### src/rtl/t_ff_bank.sv
// Bank of WIDTH toggle flip-flops that can act as independent T-FFs or as a
// synchronous up/down counter built from a T-chain. Wrap or saturate at terminal count.
module t_ff_bank #(
  parameter int                 WIDTH       = 4,
  parameter bit                 SATURATE    = 1'b0,
  parameter logic [WIDTH-1:0]   RESET_VALUE = '0
) (
  input  logic             clk,
  input  logic             rst,
  input  logic             en,
  input  logic [1:0]       mode,
  input  logic [WIDTH-1:0] t,
  input  logic             load,
  input  logic [WIDTH-1:0] d,
  output logic [WIDTH-1:0] q,
  output logic [WIDTH-1:0] qbar,
  output logic             tc,
  output logic             ovf
);

  localparam logic [1:0] MODE_TOGGLE = 2'b00;
  localparam logic [1:0] MODE_UP     = 2'b01;
  localparam logic [1:0] MODE_DOWN   = 2'b10;

  logic [WIDTH-1:0] up_tog;
  logic [WIDTH-1:0] dn_tog;
  logic [WIDTH-1:0] tog;
  logic             up_carry;
  logic             dn_carry;
  logic             count_event;

  // T-chain enables: bit i toggles when every lower bit is 1 (up) or 0 (down).
  always_comb begin
    up_carry = 1'b1;
    dn_carry = 1'b1;
    up_tog   = '0;
    dn_tog   = '0;
    for (int i = 0; i < WIDTH; i++) begin
      up_tog[i] = up_carry;
      dn_tog[i] = dn_carry;
      up_carry  = up_carry & q[i];
      dn_carry  = dn_carry & ~q[i];
    end
  end

  assign tc = ((mode == MODE_UP) && (&q)) || ((mode == MODE_DOWN) && ~(|q));
  assign count_event = en && tc;

  always_comb begin
    tog = '0;
    if (en) begin
      case (mode)
        MODE_TOGGLE: tog = t;
        MODE_UP:     tog = up_tog;
        MODE_DOWN:   tog = dn_tog;
        default:     tog = '0;
      endcase
      // Saturating counters freeze at the terminal value instead of wrapping.
      if (SATURATE && count_event) tog = '0;
    end
  end

  always_ff @(posedge clk) begin
    if (rst) begin
      q   <= RESET_VALUE;
      ovf <= 1'b0;
    end else if (load) begin
      q   <= d;
      ovf <= 1'b0;
    end else begin
      q   <= q ^ tog;
      ovf <= count_event;
    end
  end

  assign qbar = ~q;

endmodule

### config.mk
export PLATFORM = sky130hd
export DESIGN_NAME = t_ff_bank
export DESIGN_NICKNAME = d
export VERILOG_FILES = /design/src/rtl/t_ff_bank.sv
export SDC_FILE = /design/constraint.sdc
export NUM_CORES = 1
export LEC_CHECK = 0
export ABC_AREA = 1
export ABC_CLOCK_PERIOD_IN_PS = 3300
export CAP_MARGIN = 10
export CORE_AREA = 2 2 39 41
export CTS_CLUSTER_DIAMETER = 40
export DETAILED_ROUTE_END_ITERATION = 8
export DIE_AREA = 0 0 41 43
export PLACE_DENSITY = 0.67
export RECOVER_POWER = 25
export SLEW_MARGIN = 20
export SYNTH_ARGS = -nofsm -noshare
export SYNTH_HDL_FRONTEND = slang
export SYNTH_SLANG_ARGS = --single-unit
### constraint.sdc
create_clock -name clk -period 3.3 [get_ports clk]
set_input_delay 0.495 -clock clk [delete_from_list [all_inputs] [get_ports clk]]
set_output_delay 0.495 -clock clk [all_outputs]
set_load 0.02 [all_outputs]
=== Word-level counts from Yosys, hierarchy flattened ===
Index checks and enable logic that the tools add are counted.

* Register bits after elaboration: 5
* Input port bits: 14

* Eq/ne operators: 2
* Muxes and demuxes: 3
* Bitwise gates (word level): 10
* Reductions and logical operators: 8

{| class="wikitable"
|+ Operators by type and width
! cell !! count
|-
| $pmux W4 S3 || 1
|-
| $mux W4 || 2
|-
| $and A1 B1 Y1 || 4
|-
| $not A1 Y1 || 4
|-
| $not A4 Y4 || 1
|-
| $reduce_and A4 Y1 || 1
|-
| $reduce_or A4 Y1 || 1
|-
| $xor A4 B4 Y4 || 1
|-
| $logic_and A1 B1 Y1 || 3
|-
| $eq A2 B1 Y1 const B || 1
|-
| $eq A2 B2 Y1 const B || 1
|-
| $logic_not A2 Y1 || 1
|-
| $reduce_or A2 Y1 || 1
|-
| $logic_or A1 B1 Y1 || 1
|}

=== Longest topological paths before layout ===
* Word-level depth: 7
* Mapped depth: 9

=== Least setup slack after synthesis ===
No wires, ideal clock.

* Kind: input to output
* Start: input port mode[1]
* End: output port tc
* Arrival: 1.230 ns
* Data required time: 2.805 ns
* Path slack: 1.575 ns
* Stages: 4
* Path buffers: 0
* Path through: inv_1 > ha_1 > nand4_1 > mux2i_1

* Cells in the longest elaborated chain, start to end: 3
* Elaborated cells between the ends (all ways): 5
* Those cells by class: eq/ne: 2; reduce/logical: 3

{| class="wikitable"
|+ Ends and longest elaborated chain
! element !! RTL line !! text
|-
| start, declared || 11 || <nowiki>input logic [1:0] mode,</nowiki>
|-
| $eq A2 B1 Y1 or $eq A2 B2 Y1 (tied branches) || 46 || <nowiki>assign tc = ((mode == MODE_UP) && (&q)) || ((mode == MODE_DOWN) && ~(|q));</nowiki>
|-
| $logic_and A1 B1 Y1 || 46 ||
|-
| $logic_or A1 B1 Y1 * || 46 ||
|-
| end, declared || 17 || <nowiki>output logic tc,</nowiki>
|}

Mark *: on every way between the ends. The rest lies on a longest branch, timed or not.

=== Worst setup path after layout ===
* Start: input port mode[0]
* End: output port tc

Same word-level chain as after synthesis.

==> metrics.md <==
| Metric | Value |
|---|---|
| Share of layout cells above drive strength 1 | `5.43%` |
| Required time of the critical path | `2.80 ns` |
| Routed WL | `1050 um` |
| Antenna Cells | `0` |
| Rel. slew slack | `84.4%` |
| Root Driver | `clkbuf_4` |
| Setup bufs post-CTS | `0` |
| Synth warn | `0` |
| GR Overflow Total | `0` |
| GP Congestion | `0.716` |
| Clock Pin Slew Worst Setup and Hold Paths | `0.05 ns` |
| Fin. Hold Viols | `0` |
| Clk sinks | `5` |
| Wl on met1 | `439 um` |
| Final setup violation count | `0` |
| Synthesis-to-finish area growth | `68.4%` |
| Register area share after synthesis | `24.8%` |
| Worst Max-Slew Pin Slew | `0.234 ns` |
| Full die area | `1760 um^2` |
| Hold buffers post-CTS | `0` |
| Initial DRT Pass Iterations | `4` |
| Die Wd | `41 um` |
| Flops & latches, synth | `5` |
| Via density | `4.64` |
| Ports | `24` |
| IO buf count | `23` |
| Netlist cell types | `14` |
| PwrDens | `329 nW/um^2` |
| Clock Latency Late Sink | `0.26 ns` |
| CTS H-tree lvls | `1` |
| Largest family of logic cells by synthesized area | `simple AND/OR/NAND/NOR gates` |
| Overall power | `0.000224 W` |
| Multi-input logic area | `255 um^2` |
| Crit Path Category | `in -> out` |
| Synth Net Count | `83` |
| Vias | `501` |
| Syn Area/Cell | `6.22 um^2` |
| Post_cts resized | `0` |
| Fillers | `152` |
| DP HPWL | `851 um` |
| DRC | `0` |
| Starting density of the core | `29.2%` |
| TritonCTS Buffers | `3` |
| Core ar. | `1380 um^2` |
| Critical Path AT | `2.25 ns` |
| First-pass GRT wire length | `1700 um` |
| Unrepaired setup endpoints after global routing | `no` |
| Top sig layer | `met4` |
| VDD IR max | `0.000133 V` |
| Post-route ant nets | `0` |
| Crit Path Max Fanout | `3` |
| Static Leak | `0.335 nW` |
| # nets final | `111` |
| Post-synthesis simple-gate area fraction | `39.0%` |
| CTS tree | `built` |
| Status | `finished clean` |
| Vias in the first global route | `460` |
| Period Utilization, post-route | `83.3%` |
| Sequential Area | `100 um^2` |
| XOR/XNOR share of the synthesized area | `0%` |
| 1st-iter DRT viols | `5` |
| Total Routing Usage GR | `14.7%` |
| Largest net degree at the start of global routing | `8` |
| Synth Cell Area | `404 um^2` |
| Fmax | `0.364 GHz` |
| Die height | `43 um` |
| Crit end category | `primary output` |
| Clock skew | `0.00469 ns` |
| Initial antenna violation count | `0` |
| Setup TNS | `0 ns` |
| Post-Synth Adder-Cell Area | `12.4%` |
| CTS max path bufs | `2` |
| Compound-cell area share of the yosys netlist | `9.29%` |
| Wire length per cell | `9.71 um` |
| Final min period | `2.75 ns` |
| Met2 WL | `502 um` |
| Worst Hold Class | `reg -> reg` |
| Critical path launch point type | `primary input` |
| FP Rows | `14` |
| Max Slew Vio Count | `0` |
| Cells after synthesis | `65` |
| Max Cap Viol | `0` |
| Met3 Wirelength | `59 um` |
| Post-synthesis mux area share | `2.48%` |
-- synth_stat cells, drive strengths merged --
library cell,n,area share (%)
a21oi,2,2.5
and3,1,1.5
dfxtp,5,25
ha,4,12
inv,13,12
mux2i,1,2.5
nand2,15,14
nand3,7,8.7
nand4,1,1.5
nor2,11,12
nor3,1,1.2
o211ai,1,3.1
o21ai,3,3.7
-- sequential cells by signal (all words and copies together), names as in the netlist --
name / count
ovf: 1
q: 4
-- metal layers --
metal	vias to the layer above	track usage, %
met5	-	0
met4	0	14.0
met3	5	3.14
met2	15	22.8
met1	222	14.8
li1	259	-
-- worst max-delay path: stages --
cell and delay (ns):
dlygate4sd3_1 0.58, inv_1 0.09, ha_1 0.19, nand3_1 0.10
mux2i_1 0.17, clkdlybuf4s50_1 0.63
-- area by class of cell --
| class | count | share of cell area [%] |
|---|---|---|
| Multi-Input combinational cell | 47 | 37.5 |
| Tap cell | 16 | 2.94 |
| Clock buffer | 4 | 3.86 |
| Inverter | 13 | 7.17 |
| Timing Repair Buffer | 23 | 33.8 |
| Sequential cell | 5 | 14.7 |
-- cell usage in the layout (no fill, tap or decap), types with 2 or more instances in the layout --
master and instances:
nand3_1 7, clkdlybuf4s50_1 21, inv_1 13, nor2_1 10
ha_1 4, dfxtp_1 5, a21oi_1 2, dlygate4sd3_1 2
clkbuf_4 3, nand2_1 15, o21ai_0 3
-- metrics by stage --
stage | utilization (%) | cells | setup slack (ns) | instance area [um^2] | hold WS [ns]
finish | 49.2 | 108 | 0.551 | 681 | 0.589
global route | 49.2 | 108 | 0.420 | 681 | 0.640
CTS | 49.2 | 108 | 0.670 | 681 | 0.592
detailed placement | 47.3 | 104 | 0.670 | 654 | 0.586
global placement | 47.3 | 104 | 0.681 | 654 | 0.579
floorplan | - | 65 | 1.57 | 404 | 0.637
-- final timing paths --
check	start	endpoint	slack [ns]	cells past startpoint
max reg2reg	q[0]	q[1]	2.15	7
min reg2reg	q[2]	q[2]	0.59	4
max	mode[0]	tc	0.55	6
min	q[2]	q[2]	0.59	4
-- power by group --
group	internal [W]	switching (W)
Clock	0.0000462	0.0000323
Sequential	0.0000646	0.00000543
Combinational	0.0000388	0.0000364
Total	0.000150	0.0000741
-- kinds of logic (layout without fill, tap and decap cells) --
family | Yosys count | count (layout)
AOI/OAI and AO/OA | 6 | 6
and+or+nand+nor | 36 | 36
muxes | 1 | 1
DFF | 5 | 5
buffers and inverters | 13 | 40
adders and majority gates | 4 | 4
(Power assumes the default switching activity.)
